$ cat src/rtl/game_scoreboard.sv
// game_scoreboard: accumulates per-round scores for two players over ROUNDS
// rounds, then judges the match and holds the winner until a new match.
`default_nettype none

module game_scoreboard #(
    parameter int ROUNDS  = 3,
    parameter int TOTAL_W = 8
) (
    input  logic               clk,
    input  logic               rst,
    input  logic               score_valid,
    input  logic [3:0]         score1,
    input  logic [3:0]         score2,
    input  logic               new_match,
    output logic               score_ready,
    output logic [TOTAL_W-1:0] total1,
    output logic [TOTAL_W-1:0] total2,
    output logic [3:0]         round_cnt,
    output logic [1:0]         winner,
    output logic               match_done
);

    typedef enum logic [1:0] {
        ST_COLLECT = 2'd0,
        ST_JUDGE   = 2'd1,
        ST_DONE    = 2'd2
    } state_t;

    localparam logic [3:0]         ROUNDS_C = 4'(ROUNDS);
    localparam logic [TOTAL_W-1:0] MAX_C    = '1;

    state_t             state_q, state_d;
    logic [TOTAL_W-1:0] total1_q, total1_d;
    logic [TOTAL_W-1:0] total2_q, total2_d;
    logic [3:0]         round_q, round_d;
    logic [1:0]         winner_q, winner_d;
    logic               accept;

    // One extra carry bit detects overflow so the sum clamps instead of wrapping.
    function automatic logic [TOTAL_W-1:0] sat_add(input logic [TOTAL_W-1:0] a,
                                                  input logic [3:0]         s);
        logic [TOTAL_W:0] sum;
        sum = {1'b0, a} + {{(TOTAL_W-3){1'b0}}, s};
        return sum[TOTAL_W] ? MAX_C : sum[TOTAL_W-1:0];
    endfunction

    assign score_ready = (state_q == ST_COLLECT) && !new_match && !rst;
    assign accept      = score_valid && score_ready;

    always_comb begin
        state_d  = state_q;
        total1_d = total1_q;
        total2_d = total2_q;
        round_d  = round_q;
        winner_d = winner_q;
        case (state_q)
            ST_COLLECT: begin
                if (accept) begin
                    total1_d = sat_add(total1_q, score1);
                    total2_d = sat_add(total2_q, score2);
                    round_d  = round_q + 4'd1;
                    if (round_q + 4'd1 == ROUNDS_C) begin
                        state_d = ST_JUDGE;
                    end
                end
            end
            ST_JUDGE: begin
                if (total1_q > total2_q) begin
                    winner_d = 2'b01;
                end else if (total2_q > total1_q) begin
                    winner_d = 2'b10;
                end else begin
                    winner_d = 2'b11;
                end
                state_d = ST_DONE;
            end
            ST_DONE: begin
                state_d = ST_DONE;
            end
            default: begin
                state_d = ST_COLLECT;
            end
        endcase
        // A new-match request overrides everything, including an in-flight judgement.
        if (new_match) begin
            state_d  = ST_COLLECT;
            total1_d = '0;
            total2_d = '0;
            round_d  = 4'd0;
            winner_d = 2'b00;
        end
    end

    always_ff @(posedge clk or posedge rst) begin
        if (rst) begin
            state_q  <= ST_COLLECT;
            total1_q <= '0;
            total2_q <= '0;
            round_q  <= 4'd0;
            winner_q <= 2'b00;
        end else begin
            state_q  <= state_d;
            total1_q <= total1_d;
            total2_q <= total2_d;
            round_q  <= round_d;
            winner_q <= winner_d;
        end
    end

    assign total1     = total1_q;
    assign total2     = total2_q;
    assign round_cnt  = round_q;
    assign winner     = winner_q;
    assign match_done = (state_q == ST_DONE);

endmodule

`default_nettype wire

$ cat config.mk
export PLATFORM = sky130hd
export DESIGN_NAME = game_scoreboard
export DESIGN_NICKNAME = d
export VERILOG_FILES = /design/src/rtl/game_scoreboard.sv
export SDC_FILE = /design/constraint.sdc
export NUM_CORES = 1
export LEC_CHECK = 0
export CAP_MARGIN = 20
export CORE_ASPECT_RATIO = 1.1
export CORE_UTILIZATION = 55
export DETAILED_ROUTE_END_ITERATION = 8
export DONT_BUFFER_PORTS = 1
export PLACE_DENSITY = 0.79
export SKIP_LAST_GASP = 1
export SYNTH_ARGS = -nofsm -noshare
export SYNTH_HDL_FRONTEND = slang
export SYNTH_SLANG_ARGS = --single-unit
$ cat constraint.sdc
create_clock -name clk -period 3.2 [get_ports clk]
set_input_delay 0.16 -clock clk [delete_from_list [all_inputs] [get_ports clk]]
set_output_delay 0.16 -clock clk [all_outputs]
set_load 0.1 [all_outputs]
# [After elaboration in Yosys (flattened, before gate mapping)]
# Index checks and enable logic that the tools add are counted.
[word_totals] out_inout_bits=24 n_memories=0 reg_bits=24 in_bits=12 latch_bits=0 romBits=0 ramBits=0
[op_classes] n_reduce_logical=12 n_lt_le_gt_ge=2 n_bitwise=0 multipliers=0 shifts=0 muxes=19 eq_ne=5 div_mod_pow=0 n_addsub=3
[op_table] cell="$mux W8" n=8
[op_table] cell="$add A8 B4 Y9" n=2
[op_table] cell="$gt A8 B8 Y1" n=2
[op_table] cell="$mux W2" n=6
[op_table] cell="$mux W4" n=3
[op_table] cell="$reduce_bool A2 Y1" n=3
[op_table] cell="$add A4 B1 Y4 const B" n=1
[op_table] cell="$eq A4 B2 Y1 const B" n=1
[op_table] cell="$pmux W2 S2" n=1
[op_table] cell="$reduce_and A2 Y1" n=2
[op_table] cell="$logic_and A1 B1 Y1" n=3
[op_table] cell="$ne A3 B2 Y1 const B" n=1
[op_table] cell="$ne A3 B3 Y1 const B" n=1
[op_table] cell="$eq A2 B1 Y1 const B" n=1
[op_table] cell="$eq A2 B2 Y1 const B" n=1
[op_table] cell="$logic_not A1 Y1" n=2
[op_table] cell="$logic_not A2 Y1" n=1
[op_table] cell="$reduce_or A2 Y1" n=1
[op_table] cell="$mux W1" n=1

# [Depth between registers and ports, before layout]
# Gate-level depths: netlist of run 1.
[depth] ltp_word=7 ltp_mapped=7 ltp_nobuf=6

# [Least setup slack after synthesis of run 1]
# OpenSTA, ideal clock, no wires.
[synth_path] path_kind="register to output" start="reg state_q[0]" end="out score_ready" required_ns=3.040 n_path_buf=0 stages_incl_launch_ff=5 t_arrival_ns=2.877 setup_slack_ns=0.163 path_cell_list="dfrtp_1 inv_1 ha_1 inv_1 nor3_1"
[synth_between] elab_chain_cells=3
[synth_rtl] item="from (decl)" line="32" source="state_t state_q, state_d;"
[synth_rtl] item="from (signal assigned)" line="102" source="state_q <= state_d;"
[synth_rtl] item="$logic_not A2 Y1" line="47" source="assign score_ready = (state_q == ST_COLLECT) && !new_match && !rst;"
[synth_rtl] item="$logic_and A1 B1 Y1 (2 in a row)" line="47"
[synth_rtl] item="to (decl)" line="15" source="output logic score_ready,"
# No other way between the ends.

# [Worst setup path in the final report of run 1]
[layout_path] start="reg round_q[3], in the netlist round_cnt[3]" end="reg state_q[1]"
[layout_between] elab_chain_cells=4
[layout_rtl] item="from (decl)" line="35" source="logic [3:0] round_q, round_d;"
[layout_rtl] item="from (signal assigned)" line="105" source="round_q <= round_d;"
[layout_rtl] item="$add A4 B1 Y4" line="62" source="if (round_q + 4'd1 == ROUNDS_C) begin"
[layout_rtl] item="$eq A4 B2 Y1" line="62"
[layout_rtl] item="$ne A3 B2 Y1 (no line)"
[layout_rtl] item="$reduce_and A2 Y1 (no line)"
# No other way between the ends.
# A chain may end at the register's enable or synchronous reset.

==> impl_results.md, run 1 <==
- Placer Congestion: roughly 0.80
- DR vias/cell: between 6 and 7
- Worst Tran Pin Value: between 0.9 and 1 ns
- Final Hold Viols: 0
- Status: complete, no violations
- Most frequent cells in the layout: 24 x nand2_1, 24 x dfrtp_1, 21 x ha_1, 20 x buf_4, 14 x inv_1
- Final #Nets: roughly 240
- DR pass1 iterations: 4
- Grt ovf: 0
- Core area: just over 3000 um^2
- Fin crit share: 64.56%
- All-Layer GR Usage: a little under a quarter
- CP max FO: 5
- FF-to-FF setup slack: between 1 and 1.5 ns
- Post-Syn Area per Cell: between 9 and 10 um^2
- Number of global-route vias before repair: ~1,500
- H-Tree Depth: 1
- Final Max Slew Viols: 0
- Total power: roughly 640 uW
- Worst-path clk slew: between 0.1 and 0.15 ns
- Area growth, synth to finish: 13.50%
- Unique cell type count in the Yosys netlist: 38
- Post-DP HPWL: roughly 2.9 mm
- CTS Root Cell: clkbuf_4
- Worst hold-check path type: in -> reg
- Antenna violations before repair: 0
- Cell Int Power: slightly above 400 uW
- PwrDens: 325.6 nW/um^2
- # DRC: 0
- DRT antenna net count: 0
- Largest net degree at the start of global routing: 26
- Clk pwr share: between 20% and 30%
- Register area share after synthesis: between 30% and 40%
- Post-CTS setup repair buffer count: 0
- Maximum VDD drop: about 0.25 mV
- Crit path depth: 4
- Setup violators final: 0
- IO buf count: 0
- Setup TNS after final layout: 0 ns
- Largest area contributor in the netlist: dfrtp_1
- DP Worst Slack: 1.152 ns
- CP startpoint kind: register
- Crit-path cells: a21bo_1 -> a41o_1 -> a31oi_2 -> mux2i_1
- Critical Path Max Stage Delay: between 1 and 1.5 ns
- Sequential share of power: 49.8%
- Initial Utilization: between 50 and 60%
- Die width: ~56 um
- End point of the critical path: state_q[1]$_DFFE_PP0P_
- Clk sinks: 24
- Final min period: between 2 and 2.5 ns
- Syn_nets: 220
- Io pins: 36
- Worst setup path start: round_cnt[3]$_DFFE_PP0P_
- Worst r2r src: round_cnt[3]$_DFFE_PP0P_
- Critical-path top delay cell: dfrtp_1
- Delay-heaviest family, CP: flip-flops
- WP buf/inv: 0
- Row count: 21
- Initial drt markers: 73
- Psw: ~230 uW
- WP data required: about 3.4 ns
- Post-Syn Area: 1733 um^2
- Sw Ratio: 35.72%
- Area share of the largest cell type after synthesis: between 30 and 40%
- Post-synth EDFFs: 0
- Final setup margin: about 1.1 ns
- Crit path DAT: between 2 and 2.5 ns
- Routed wire per std cell: ~16 um
- TritonCTS buffer count: 3
- Overall die height: about 60 um
- Gate power share: between 20 and 30%
- R2R Path End: state_q[1]$_DFFE_PP0P_
- CTS tree: done
- F_max: about 0.48 GHz
- Clock latency on the worst-skew pair: about 0.31 ns
- First-pass GRT wire length: between 6 and 7 mm
- Asr flop ratio synth: 100.0%
- Kind of end point of the critical path: register
- Top post-synthesis cells by area: dfrtp_1 35%, ha_1 15%, nand2_1 5.2%, inv_1 3.0%, a21oi_1 2.9%
- #FFs+latches synth: 24
- CTS max path bufs: 2
- Final WL: 3.806 mm
- Die Area: between 3000 and 4000 um^2
- Lkg Pwr: roughly 1 nW
- R2R cell count: 4
- Mapped Cells: about 190
- Yosys warning count: 0
- Most used DFF post-synth: dfrtp_1
- Worst setup path category: reg -> reg
- Worst slew margin: about a third
- Via count: ~1,500
- Fillcell total: between 200 and 250
- Layout cells sized above 1: between 10% and 20%
- Clock Skews: around 0.0043 ns
- # diodes: 0
- Max_cap viols: 0
- Unrepaired setup endpoints after global routing: false
## power by group through the flow
stage | registers, mW | logic, mW | clock network [mW]
after floorplan | 0.384 | 0.0897 | 0
after global placement | 0.324 | 0.178 | 0
after detailed placement | 0.325 | 0.184 | 0
after CTS | 0.319 | 0.189 | 0.137
after global routing | 0.320 | 0.204 | 0.146
final | 0.319 | 0.188 | 0.133
## flip-flops by register name (all words and copies together), names as in the netlist
name and flops:
round_cnt 4, state_q 2, total1 8, total2 8, winner 2
## cells by family after synthesis
| group | Yosys count | synth area share (%) |
|---|---|---|
| xor gates and xnor gates | 4 | 2.021 |
| DFF | 24 | 34.66 |
| adders and majority gates | 23 | 17.47 |
| AOI/OAI and AO/OA | 52 | 21.30 |
| and+or+nand+nor | 63 | 19.13 |
| muxes | 1 | 0.5776 |
| buffers and inverters | 18 | 4.837 |
## per-layer routing
layer  wire (um)  global-route usage [%]  part of all wire (%)
met2        1938                   46.47                    51
met5           0                       0                     0
met4          31                   8.929                  0.81
met3         242                   5.757                   6.4
met1        1593                   25.07                    42
## worst register-to-register path, cell delays in order (launching register included)
cell and delay, ns:
dfrtp_1 1.02, a21bo_1 0.30, a41o_1 0.25, a31oi_2 0.22
mux2i_1 0.22
## how the worst min path moves through the flow
| stage | startpoint | to | cells after the start |
|---|---|---|---|
| after floorplan | rst | round_cnt[0]$_DFFE_PP0P_ | 1 |
| after global placement | rst | state_q[0]$_DFFE_PP0P_ | 2 |
| after detailed placement | rst | state_q[0]$_DFFE_PP0P_ | 2 |
| after CTS | new_match | winner[0]$_DFFE_PP0P_ | 2 |
| after global routing | new_match | winner[0]$_DFFE_PP0P_ | 2 |
| final | new_match | winner[0]$_DFFE_PP0P_ | 2 |
## repair_timing
item                                    in CTS  in global routing
endpoints found under the setup margin       0                  0
hold endpoints to repair                    35                  0
hold buffers                                 2                  0
gates resized for setup                      0                  0
## cell type report
cell class	count	area (um^2)	share of cell area (%)
timing repair buffer	23	195.2	9.924
multi-input combinational	143	1054	53.56
clock buffer	3	22.52	1.145
sequential	24	600.6	30.53
inverter	14	52.55	2.672
tap	34	42.54	2.163
## metrics by stage
| step | hold slack, ns | utilization, % | cell area [um^2] | std cells |
|---|---|---|---|---|
| after global routing | 0.07100 | 65.09 | 1967 | 241 |
| final | 0.05654 | 65.09 | 1967 | 241 |
| after CTS | 0.04846 | 65.09 | 1967 | 241 |
| after global placement | 0.1239 | 63.69 | 1924 | 236 |
| after detailed placement | 0.1253 | 63.69 | 1924 | 236 |
| after floorplan | 0.1904 | - | 1733 | 185 |
## synthesized netlist by cell type (2+ instances only)
| master | n |
|---|---|
| a211oi_1 | 4 |
| xor2_1 | 4 |
| ha_1 | 21 |
| fa_1 | 2 |
| a21o_1 | 4 |
| a21oi_1 | 10 |
| o21ai_0 | 9 |
| a211o_1 | 4 |
| buf_6 | 2 |
| nand2_1 | 24 |
| o21a_1 | 2 |
| nor2_1 | 8 |
| nand4_1 | 4 |
| a31oi_1 | 8 |
| dfrtp_1 | 24 |
| a31oi_2 | 2 |
| nor3_1 | 9 |
| o22a_1 | 2 |
| nand3_1 | 8 |
| nor4_1 | 2 |
| a21oi_2 | 2 |
| inv_1 | 14 |
Power figures use the tool's default switching activity.
==> run 2: changes to the inputs <==
--- a/config.mk
+++ b/config.mk
@@ -5,6 +5,7 @@
 export SDC_FILE = /design/constraint.sdc
 export NUM_CORES = 1
 export LEC_CHECK = 0
+export ABC_AREA = 1
 export CAP_MARGIN = 20
 export CORE_ASPECT_RATIO = 1.1
 export CORE_UTILIZATION = 55
==> constraint.sdc (replaced) <==
create_clock -name clk -period 2 [get_ports clk]
set_input_delay 0.1 -clock clk [delete_from_list [all_inputs] [get_ports clk]]
set_output_delay 0.1 -clock clk [all_outputs]
set_load 0.1 [all_outputs]
==> impl_results.md, run 2 <==
- Status: finished with violations
- Failing checks: DRC
- Hold Path End: total1[0]$_DFFE_PP0P_
- Final Hold Viols: 0
- Unique cell type count in the Yosys netlist: 27
- Finished Core Util: between 60% and 70%
- Register area share after synthesis: about a third
- Largest area contributor in the netlist: dfrtp_1
- DR vias/cell: approximately 5.4
- Most frequent cells in the layout: 100 x nand2_1, 29 x inv_1, 27 x buf_4, 20 x ha_1, 19 x nand3_1
- Post-synth EDFFs: 0
- Sequential cell area: around 610 um^2
- CP startpoint kind: register
- Most frequent cell after synthesis: nand2_1
- Clock latency on the worst-skew pair: 0.31 ns
- Final min period: 1.911 ns
- Area growth, synth to finish: 18.23%
- Post-DP HPWL: ~3 mm
- Final #Nets: roughly 320
- Crit-path cells: inv_1 -> ha_2 -> nand2_2 -> nor2_4 -> nand2_4 -> nor2_2 -> a211oi_2 -> dlygate4sd3_1
- Delay-heaviest family, CP: buffers and inverters
- Final Max Slew Viols: 0
- Kind of end point of the critical path: register
- H-Tree Depth: 1
- First-pass GRT wire length: between 7 and 8 mm
- Worst setup path category: reg -> reg
- Number of global-route vias before repair: roughly 1,700
- R2R Path End: round_cnt[3]$_DFFE_PP0P_
- IO buf count: 0
- Worst Tran Pin Value: about 0.5 ns
- Worst r2r src: state_q[1]$_DFFE_PP0P_
- Post-Layout Cell Count: 320
- Io pins: 36
- Setup violators final: 0
- Fillcell total: 262
- Worst hold-check path type: in -> reg
- Worst-path clk slew: 0.14 ns
- Critical-path top delay cell: dlygate4sd3_1
- #FFs+latches synth: 24
- WP buf/inv: 2
- Multi-input gate area: between 1000 and 1500 um^2
- DR pass1 iterations: 6
- All-Layer GR Usage: 24.54%
- CTS tree: done
- Max_cap viols: 0
- Asr flop ratio synth: 100.0%
- Lkg Pwr: roughly 1.2 nW
- Most common cell after layout, fill and taps aside: nand2_1
- Initial Utilization: between 50% and 60%
- TritonCTS buffer count: 3
- Die width: roughly 57 um
- Clk sinks: 24
- Placer Congestion: 0.8476
- Crit path DAT: 2.13 ns
- R2R cell count: 8
- Hold Path Origin: score1[0]
- Via count: 1,720
- Critical Path Max Stage Delay: between 0.5 and 0.6 ns
- DRT antenna net count: 0
- PwrDens: around 600 nW/um^2
- Final WL: around 4 mm
- # diodes: 0
- CTS Root Cell: clkbuf_4
- Core area: roughly 3100 um^2
- Crit path depth: 8
- WP data required: between 2 and 2.5 ns
- Post-Syn Area: around 1800 um^2
- Grt ovf: 0
- Die Area: about 3600 um^2
- Syn_nets: 290
- WHS Path Cells: 5
- Overall die height: 62.65 um
- Most used DFF post-synth: dfrtp_1
- CTS max path bufs: 2
- Top post-synthesis cells by area: dfrtp_1 33%, nand2_1 20%, ha_1 14%, inv_1 5.9%, nand3_1 5.2%
- Area share of the largest cell type after synthesis: 32.65%
- Clock Skews: roughly 0.0067 ns
- FF-to-FF setup slack: a little under 0.09 ns
- # DRC: 6
- Mapped Cells: 255
- Worst slew margin: 66.49%
- Largest net degree at the start of global routing: 25
- Placed cells: roughly 310
- F_max: around 0.52 GHz
- Post-Syn Area per Cell: 7.213 um^2
- Post-synth top cells: 100 x nand2_1, 29 x inv_1, 24 x dfrtp_1, 21 x ha_1, 19 x nand3_1
- Layout cells sized above 1: 20.28%
- Routed wire per std cell: 12.42 um
- Fin crit share: 95.57%
- Initial drt markers: 63
- Antenna violations before repair: 0
- CP max FO: 7
- Yosys warning count: 0
- Row count: 21
- Maximum VDD drop: about 0.33 mV
-- run 2: changes by cell type after synthesis, moves of 6 or more --
| cell | change |
|---|---|
| nand2_1 | +76 |
| nor3_1 | -9 |
| inv_1 | +15 |
| or2_2 | +6 |
| nand3_1 | +11 |
| a31oi_1 | -8 |
-- run 2: layer usage --
layer  vias up  part of all wire (%)  GRT usage (%)
met2        33                    51          44.12
met4         0                  0.91          5.183
met1       800                    44          31.42
met3         4                   3.4          2.692
met5         -                     0              0
li1        883                     -              -
-- run 2: layout make-up --
class                           instances  area share, %
Sequential cell                        24          28.14
Timing Repair Buffer                   31          11.16
Multi-Input combinational cell        195          50.69
Tap cell                               34          1.956
Inverter                               32          5.639
Clock inverter                          1          1.381
Clock buffer                            3          1.036
-- run 2: logic make-up (layout without fill, tap and decap cells) --
kind of cell               count (synthesis)  count (layout)  share of synthesized area, %
and+or+nand+nor                          148             148                         34.97
buffers and inverters                     36              67                         8.232
AOI/OAI and AO/OA                         24              24                         7.687
DFF                                       24              24                         32.65
adders and majority gates                 23              23                         16.46
-- run 2: timing repair --
item	in CTS	in global routing
endpoints found under the setup margin	0	3
gates resized for setup	0	5
hold endpoints to repair	31	0
hold buffers	4	0
buffers inserted	0	1
-- run 2: worst max path at each step --
stage,start,slack (ns),end
floorplan,total1[0]$_DFFE_PP0P_,0.04,total1[6]$_DFFE_PP0P_
global placement,total2[0]$_DFFE_PP0P_,0.19,total2[2]$_DFFE_PP0P_
detailed placement,total2[0]$_DFFE_PP0P_,0.17,total2[0]$_DFFE_PP0P_
CTS,state_q[1]$_DFFE_PP0P_,0.1,round_cnt[3]$_DFFE_PP0P_
global route,state_q[1]$_DFFE_PP0P_,-0.004,round_cnt[3]$_DFFE_PP0P_
finish,state_q[1]$_DFFE_PP0P_,0.09,round_cnt[3]$_DFFE_PP0P_
-- run 2: worst register-to-register path, cell delays in order (launching register included) --
cell and delay [ns]:
dfrtp_1 0.43, inv_1 0.09, ha_2 0.20, nand2_2 0.09, nor2_4 0.12, nand2_4 0.10
nor2_2 0.17, a211oi_2 0.04, dlygate4sd3_1 0.56
-- run 2: stage by stage --
stage                     area, um^2  power, mW  setup WS (ns)   TNS [ns]  hold slack (ns)
after floorplan                 1851     0.8667        0.03977          0           0.1299
after global placement          2059     0.9433         0.1928          0           0.1043
after detailed placement        2059     0.9502         0.1686          0           0.1089
after CTS                       2152      1.307        0.09947          0          0.09446
after global routing            2175      1.370      -0.003770  -0.003770           0.1268
final                           2175      1.303        0.08869          0          0.09529
-- run 2: where the power goes --
group	switching [mW]	internal, mW
registers	0.0180	0.509
logic	0.314	0.111
clock network	0.149	0.202
==> run 3: changes to the inputs <==
--- a/config.mk
+++ b/config.mk
@@ -8,10 +8,10 @@
 export ABC_AREA = 1
 export CAP_MARGIN = 20
 export CORE_ASPECT_RATIO = 1.1
-export CORE_UTILIZATION = 55
+export CORE_UTILIZATION = 63
 export DETAILED_ROUTE_END_ITERATION = 8
 export DONT_BUFFER_PORTS = 1
-export PLACE_DENSITY = 0.79
+export PLACE_DENSITY = 0.88
 export SKIP_LAST_GASP = 1
 export SYNTH_ARGS = -nofsm -noshare
 export SYNTH_HDL_FRONTEND = slang
==> impl_results.md, run 3 (synthesis gave the netlist of run 2 again) <==
- # diodes: 0
- PwrDens: 570.1 nW/um^2
- Row count: 20
- Cell Int Power: roughly 730 uW
- CTS tree: done
- Cell repeated most along the worst path: nand2_1
- Placer Congestion: roughly 0.84
- DP Worst Slack: around 0.16 ns
- # DRC: 0
- All-Layer GR Usage: roughly a third
- Psw: between 400 and 500 uW
- Sequential share of power: a little over two fifths
- Clk sinks: 24
- Final min period: 1.851 ns
- DR vias/cell: 5.771
- Initial drt markers: between 90 and 100
- Maximum VDD drop: a little under 0.5 mV
- Total power: between 1 and 1.5 mW
- Clk pwr share: a little over a fifth
- Post-DP HPWL: 3.250 mm
- Overall die height: 58.67 um
- CP startpoint kind: register
- Gate power share: 35.1%
- Antenna violations before repair: 0
- Fin crit share: roughly 93%
- Sw Ratio: approximately two fifths
- Max_cap viols: 0
- Die Area: 3140 um^2
- CTS max path bufs: 2
- Lkg Pwr: 1.193 nW
- Largest net degree at the start of global routing: 25
- Final WL: about 4.6 mm
- Crit-path cells: ha_1 -> fa_1 -> nand3_1 -> nand2_1 -> nand4_1 -> nand3_1 -> nand2_1 -> nand2_1
- First-pass GRT wire length: just over 7 mm
- CTS Root Cell: clkbuf_4
- Critical Path Max Stage Delay: 0.43 ns
- WP data required: ~2.3 ns
- Final Max Slew Viols: 0
- CP max FO: 7
- Final #Nets: roughly 320
- Most common cell after layout, fill and taps aside: nand2_1
- Final Hold Viols: 0
- Routed wire per std cell: 14.42 um
- Worst Tran Pin Value: 0.3256 ns
- Worst slew margin: about four fifths
- F_max: between 0.5 and 0.6 GHz
- Area growth, synth to finish: 17.28%
- Number of global-route vias before repair: between 1,500 and 2,000
- Unrepaired setup endpoints after global routing: false
- Most frequent cells in the layout: 100 x nand2_1, 29 x inv_1, 28 x buf_4, 20 x ha_1, 19 x nand3_1
- Final setup margin: between 0.1 and 0.15 ns
- IO buf count: 0
- Die width: around 54 um
- H-Tree Depth: 1
- TritonCTS buffer count: 3
- Worst setup path category: reg -> reg
- Setup violators final: 0
- Initial Utilization: about 66%
- Crit path DAT: 2.10 ns
- Critical-path top delay cell: dfrtp_2
- Status: complete, no violations
- Worst-path clk slew: around 0.14 ns
- Core area: ~2800 um^2
- Io pins: 36
- Kind of end point of the critical path: register
- Clock latency on the worst-skew pair: approximately 0.33 ns
- Via count: between 1,500 and 2,000
- DRT antenna net count: 0
- Clock Skews: roughly 0.0051 ns
- Layout cells sized above 1: roughly a fifth
- Grt ovf: 0
- DR pass1 iterations: 4
- Worst hold-check path type: in -> reg
- Setup TNS after final layout: 0 ns
run 3: power by group through the flow:
stage	clock, mW	sequential, mW	combinational, mW
after CTS	0.268	0.528	0.426
after global placement	0	0.535	0.407
after detailed placement	0	0.537	0.416
after floorplan	0	0.695	0.172
final	0.270	0.528	0.432
after global routing	0.294	0.531	0.465
run 3: layout make-up:
| type | count | area, um^2 |
|---|---|---|
| clock buffer | 4 | 36.28 |
| fill | 191 | 620.6 |
| inverter | 32 | 122.6 |
| multi-input combinational | 195 | 1105 |
| sequential | 24 | 611.8 |
| tap | 33 | 41.29 |
| timing repair buffer | 31 | 240.2 |
run 3: metal layers:
layer / GRT usage, % / routed length [um] / up-vias
li1: - / - / 884
met1: 40.00 / 1794 / 848
met2: 55.36 / 2322 / 85
met3: 4.393 / 302 / 24
met4: 12.03 / 180 / 0
met5: 0 / 0 / -
run 3: what timing repair did:
item | in CTS | in global routing
setup buffers | 0 | 1
endpoints found under the hold margin | 32 | 0
endpoints found under the setup margin | 0 | 3
hold buffers | 4 | 0
resized for setup | 0 | 5
run 3: stage by stage:
stage,instances,utilization [%],area (um^2),hold slack [ns]
after floorplan,255,-,1851,0.1299
after global routing,319,77.66,2157,0.07074
after global placement,311,74.37,2066,0.1022
after CTS,319,77.12,2142,0.06509
final,319,77.66,2157,0.07408
after detailed placement,311,74.37,2066,0.1012
run 3: worst max-delay path, delay by kind of cell, from the launching register on:
kind                       cells  cell delay (ns)
DFF                            1             0.43
adders and majority gates      2             0.62
and+or+nand+nor                6             0.72
run 3: path summary, 6_finish.rpt:
path                                               end  slack (ns)                   start  depth (start not counted)
worst max register to register   total2[2]$_DFFE_PP0P_        0.15   total2[0]$_DFFE_PP0P_                          8
max in group asynchronous        total1[0]$_DFFE_PP0P_        1.39                     rst                          3
worst min-delay path             total2[1]$_DFFE_PP0P_        0.07               new_match                          4
worst min register to register  state_q[1]$_DFFE_PP0P_        0.53  state_q[1]$_DFFE_PP0P_                          2
worst max-delay path             total2[2]$_DFFE_PP0P_        0.15   total2[0]$_DFFE_PP0P_                          8
min in group asynchronous        total2[6]$_DFFE_PP0P_        0.36                     rst                          3
